<file path="config.mk">
export PLATFORM = sky130hd
export DESIGN_NAME = ysyx_22040895_ifu
export DESIGN_NICKNAME = d
export VERILOG_FILES = /design/src/rtl/ysyx_22040895_ifu.sv
export SDC_FILE = /design/constraint.sdc
export NUM_CORES = 1
export LEC_CHECK = 0
export CORE_MARGIN = 4
export CORE_UTILIZATION = 48
export DETAILED_ROUTE_END_ITERATION = 12
export HOLD_SLACK_MARGIN = 0.03
export PLACE_DENSITY_LB_ADDON = 0.08
export REMOVE_ABC_BUFFERS = 1
export SYNTH_ARGS = -nofsm -noshare
export SYNTH_HDL_FRONTEND = slang
export SYNTH_SLANG_ARGS = --single-unit
</file>
<file path="constraint.sdc">
create_clock -name clk -period 10.4 [get_ports clk]
set_clock_uncertainty 0.1 [all_clocks]
set_input_delay 2.08 -clock clk [delete_from_list [all_inputs] [get_ports clk]]
set_output_delay 2.08 -clock clk [all_outputs]
set_load 0.02 [all_outputs]
</file>
<file path="src/rtl/ysyx_22040895_ifu.sv">
// ysyx_22040895_ifu: instruction fetch unit, one outstanding imem read, valid/ready to decode.
// Optional 64-bit performance counters enabled by defining YSYX_22040895_IFU_PERF_EN.
module ysyx_22040895_ifu #(
  parameter int          ADDR_W     = 64,
  parameter logic [31:0] RESET_INST = 32'h00000013
) (
  input  logic              clk,
  input  logic              rst,
  input  logic [ADDR_W-1:0] pc_i,
  input  logic              ce_i,
  output logic              pc_ready_o,
  input  logic              flush_i,
  output logic              imem_req_o,
  output logic [ADDR_W-1:0] imem_addr_o,
  input  logic              imem_gnt_i,
  input  logic              imem_rvalid_i,
  input  logic [63:0]       imem_rdata_i,
  output logic              inst_valid_o,
  input  logic              inst_ready_i,
  output logic [31:0]       inst_o,
  output logic [ADDR_W-1:0] inst_pc_o,
  output logic              inst_misalign_o
`ifdef YSYX_22040895_IFU_PERF_EN
  ,
  output logic [63:0]       perf_fetch_cnt_o,
  output logic [63:0]       perf_stall_cnt_o
`endif
);
  typedef enum logic [1:0] {IDLE, REQ, WAIT, HOLD} state_e;
  state_e            state_q, state_d;
  logic              drop_q, drop_d;
  logic              mis_q, mis_d;
  logic [ADDR_W-1:0] pc_q, pc_d;
  logic [ADDR_W-1:0] inst_pc_q, inst_pc_d;
  logic [31:0]       inst_q, inst_d;
  logic              hs;
  assign hs           = state_q == HOLD && inst_ready_i && !flush_i;
  assign pc_ready_o   = !rst && !flush_i && ce_i && (state_q == IDLE || hs);
  assign imem_req_o   = state_q == REQ;
  assign imem_addr_o  = imem_req_o ? {pc_q[ADDR_W-1:3], 3'b000} : '0;
  assign inst_valid_o = state_q == HOLD;
  assign inst_o       = inst_valid_o && !mis_q ? inst_q : RESET_INST;
  assign inst_pc_o    = inst_pc_q;
  assign inst_misalign_o = inst_valid_o && mis_q;
  always_comb begin
    state_d   = state_q;
    drop_d    = drop_q;
    mis_d     = mis_q;
    pc_d      = pc_ready_o ? pc_i : pc_q;
    inst_pc_d = inst_pc_q;
    inst_d    = inst_q;
    case (state_q)
      IDLE, HOLD: begin
        if (flush_i) begin
          state_d = IDLE;
        end else if (pc_ready_o) begin
          state_d = |pc_i[1:0] ? HOLD : REQ;
          mis_d   = |pc_i[1:0];
          inst_pc_d = |pc_i[1:0] ? pc_i : inst_pc_q;
        end else if (hs) begin
          state_d = IDLE;
        end
      end
      REQ: begin
        drop_d  = drop_q || flush_i;
        state_d = imem_gnt_i ? WAIT : REQ;
      end
      default: begin
        // A flush arriving with the response still kills that response.
        if (imem_rvalid_i) begin
          drop_d = 1'b0;
          if (drop_q || flush_i) begin
            state_d = IDLE;
          end else begin
            state_d   = HOLD;
            mis_d     = 1'b0;
            inst_d    = pc_q[2] ? imem_rdata_i[63:32] : imem_rdata_i[31:0];
            inst_pc_d = pc_q;
          end
        end else begin
          drop_d = drop_q || flush_i;
        end
      end
    endcase
  end
  always_ff @(posedge clk or posedge rst) begin
    if (rst) begin
      state_q   <= IDLE;
      drop_q    <= 1'b0;
      mis_q     <= 1'b0;
      pc_q      <= '0;
      inst_pc_q <= '0;
      inst_q    <= RESET_INST;
    end else begin
      state_q   <= state_d;
      drop_q    <= drop_d;
      mis_q     <= mis_d;
      pc_q      <= pc_d;
      inst_pc_q <= inst_pc_d;
      inst_q    <= inst_d;
    end
  end
`ifdef YSYX_22040895_IFU_PERF_EN
  logic [63:0] fetch_q, fetch_d, stall_q, stall_d;
  assign fetch_d = fetch_q + {63'd0, hs};
  assign stall_d = stall_q + {63'd0, state_q == REQ || state_q == WAIT};
  assign perf_fetch_cnt_o = fetch_q;
  assign perf_stall_cnt_o = stall_q;
  always_ff @(posedge clk or posedge rst) begin
    if (rst) begin
      fetch_q <= '0;
      stall_q <= '0;
    end else begin
      fetch_q <= fetch_d;
      stall_q <= stall_d;
    end
  end
`endif
endmodule

</file>
==> results by group <==
STA
  • Slew HR: 0.1852
  • Minimum clock period: 6324 ps
  • Slew @ Worst Pin: between 1000 and 1500 ps
  • Final Setup Violations: 0
  • Fin worst setup slack: 4076 ps
  • Hold Fails Final Rpt: 0
  • Unrepaired setup endpoints after global routing: false
  • Hold Slack: 408.5 ps
  • FMAX: 0.1581 GHz
  • Setup TNS: 0 ps
  • Final worst-path cycle share: 0.6080
  • Final Max Tran Viols: 0

Placement
  • Gpl congestion: 0.8174
  • Pre-CTS setup slack: 4091 ps
  • I/O Buffers: 295
  • Post-DP HPWL: about 16000 microns

Setup path
  • WP buf/inv: 2
  • CP endpoint kind: primary output
  • Reg2Reg Depth: 7
  • Crit-path cells: clkdlybuf4s50_1 > nor3b_2 > and2_4 > clkdlybuf4s50_1
  • Top delay family on crit path: buffers and inverters
  • Worst path slowest cell: clkdlybuf4s50_1
  • Critical Path Start Type: input port
  • CP Data Required Time: 8220 ps
  • Critical path depth: 4
  • CP max stage delay: around 700 ps
  • Critical path type: in -> out
  • Most used cell, CP: clkdlybuf4s50_1
  • CP max FO: 26
  • Worst EP arrival: 4140 ps

Logic synthesis
  • Post-Syn Instances: 716
  • Register area share after synthesis: 0.5193
  • Post-synthesis async set-or-reset flop share: 1.000
  • #FFs+latches synth: 164
  • Synth Area per Inst: approximately 11 sq um
  • Post-synth EDFFs: 0
  • Prevailing post-synth register cell: dfrtp_1
  • Syn. warnings: 0
  • Distinct cells, synth: 36
  • Mapped cell area: 0.007910 sq mm

CTS
  • Clock sinks: 164
  • Num CTS Buffers: 17
  • Clock Latency Late Sink: 420 ps
  • Root buffer selected by CTS: clkbuf_16
  • Postcts setup bufs: 0
  • Post_cts resized: 0
  • TritonCTS clock tree: yes
  • CTS max path bufs: 2
  • Clk slew on worst S/H paths: around 60 ps
  • # H-tree levels: 4
  • Hold-fix buffers at CTS: 0

Global route
  • Vias in the first global route: between 7000 and 8000
  • Tot GR Track Use: 0.2485
  • Pin count of the biggest net entering global routing: just over 90
  • Met2 Usage GRT: 0.4141
  • Initial antenna violation count: 1
  • Global-route wire length before repair: 36330 microns
  • GRT busiest layer: met2
  • Total global routing overflow: 0
  • Met3 Usage GRT: 0.08105
  • Met1 Use GR: 0.2907

Routing
  • First DRT Iteration DRCs: approximately 400
  • Post-route ant nets: 0
  • Vias per cell: 5.501
  • Detailed-route via count: 6623
  • First-pass DRT Iterations: 5
  • Detailed Route WL: 23290 microns
  • Wire per inst: 19.35 microns
  • DRC: 0

Pwr
  • Worst VDD drop: around 0.17 mV
  • Clock Power Share: 0.211
  • Pwr dens: 283.2 mW/mm^2
  • Sw Share: 0.3592
  • LEAKAGE: 4.714 nW
  • Psw: 1.158 mW
  • Cell internal pwr: between 2 and 2.5 mW
  • Seq pwr share: 0.375
  • Combinational share of power: 0.414

Die
  • Die height: 136.4 microns
  • # rows: 46
  • Core Region: 0.01600 sq mm
  • Starting density of the core: 0.4944
  • IO Pins: approximately 300
  • DIE AREA: around 0.019 sq mm
  • Chip Width: 136.4 microns

Outcome
  • Status: finished, final reports clean

Hold path
  • Hold path cells: 2
  • Min-Delay Path Class: reg -> reg

Finish
  • Fin nets: 1113
  • Synthesis-to-finish area growth: 43.86%
  • Share of layout cells above drive strength 1: 0.1155

Run
  • Max_cap viols: 0
per-layer routing:
metal  up-vias  routed length [microns]
met5         -                        0
met4         0                      760
met3        50                     2205
met2       294                    11400
met1      3228                     8929
li1       3051                        -
power groups by stage:
stage / registers (mW) / logic [mW] / clock network, mW
after global placement: 1.19 / 1.31 / 0
after floorplan: 1.31 / 0.587 / 0
after detailed placement: 1.21 / 1.35 / 0
final: 1.21 / 1.33 / 0.679
after CTS: 1.21 / 1.35 / 0.688
after global routing: 1.25 / 1.44 / 0.716
placed cells by master (no fill, tap or decap), drive strengths merged, types with 2 or more instances in the layout:
cell type,Yosys,layout
inv,5,5
ha,4,4
nand2,65,65
and2,93,93
mux2,65,65
nor2,36,36
clkbuf,10,22
a21oi,34,34
dfrtp,161,161
a21o,2,2
clkinv,0,4
nor3,2,2
o21ai,64,64
bufinv,0,5
a32oi,64,64
nand3b,3,3
mux2i,33,33
dfstp,3,3
conb,1,3
and3,2,2
nand2b,4,4
a211o,2,2
buf,56,8
clkdlybuf4s50,0,295
sequential cells by signal, indices dropped and copies added, names as in the netlist:
signal     cells
drop_q         1
inst_pc_o     64
inst_q        32
mis_q          1
pc_q          64
state_q        2
logic make-up (layout without fill, tap and decap cells):
| logic type | after synthesis | after routing | share of synthesized area |
|---|---|---|---|
| other | 1 | 4 | 0.0004741 |
| multiplexers | 98 | 98 | 0.1343 |
| adder cells (fa/ha/maj) | 4 | 4 | 0.006327 |
| AO/OA/AOI/OAI | 169 | 169 | 0.1401 |
| buffers and inverters | 71 | 340 | 0.06438 |
| AND/OR/NAND/NOR | 209 | 209 | 0.1351 |
| flip-flops | 164 | 164 | 0.5193 |
final timing paths:
path                       slack, ps                       end                   start
max                             4080                pc_ready_o                 flush_i
min                              410     inst_q[1]$_DFFE_PP1P_   inst_q[1]$_DFFE_PP1P_
max reg2reg                     6840  inst_pc_o[3]$_DFFE_PP0P_  state_q[1]$_DFFE_PP0P_
min reg2reg                      410     inst_q[1]$_DFFE_PP1P_   inst_q[1]$_DFFE_PP1P_
max in group asynchronous       6570       pc_q[0]$_DFFE_PP0P_                     rst
min in group asynchronous       2120      pc_q[42]$_DFFE_PP0P_                     rst
layout make-up:
| type | instances | area, sq um |
|---|---|---|
| multi-input cells | 483 | 3319 |
| well taps | 216 | 270.3 |
| diodes | 1 | 2.502 |
| flip-flops and latches | 164 | 4109 |
| fillers | 1182 | 4621 |
| repair buffers | 303 | 3013 |
| inverters | 5 | 23.77 |
| clock inverters | 10 | 177.7 |
| clock buffers | 22 | 464.2 |
cell usage after synthesis, types with 4 or more instances:
cell type,instances,area share
buf_8,6,0.011
o21ai_1,60,0.038
a21oi_1,34,0.022
nand2b_1,4,0.0032
clkbuf_1,9,0.0043
mux2i_1,33,0.042
nand2_1,65,0.031
dfrtp_1,161,0.51
ha_1,4,0.0063
inv_1,5,0.0024
a32oi_1,64,0.071
o21ai_0,4,0.0025
buf_4,12,0.011
mux2_2,63,0.090
buf_6,13,0.019
buf_2,25,0.016
and2_1,92,0.073
nor2_1,36,0.017
stage by stage:
step,area (sq um),util,instances,total power [mW]
6_report,11380,0.7112,1204,3.223
5_1_grt,11380,0.7112,1204,3.409
4_1_cts,11380,0.7111,1203,3.248
3_5_place_dp,10740,0.6709,1171,2.558
3_3_place_gp,10740,0.6709,1171,2.496
2_1_floorplan,7427,-,652,1.893
worst register-to-register path: stages (launching register included):
cell     delay [ps]
dfrtp_1         390
inv_1           100
ha_2            550
nor3_2          310
buf_4           650
and2_2          700
buf_4           490
o21ai_1         170
No activity file was read; power rests on OpenSTA's default activity.
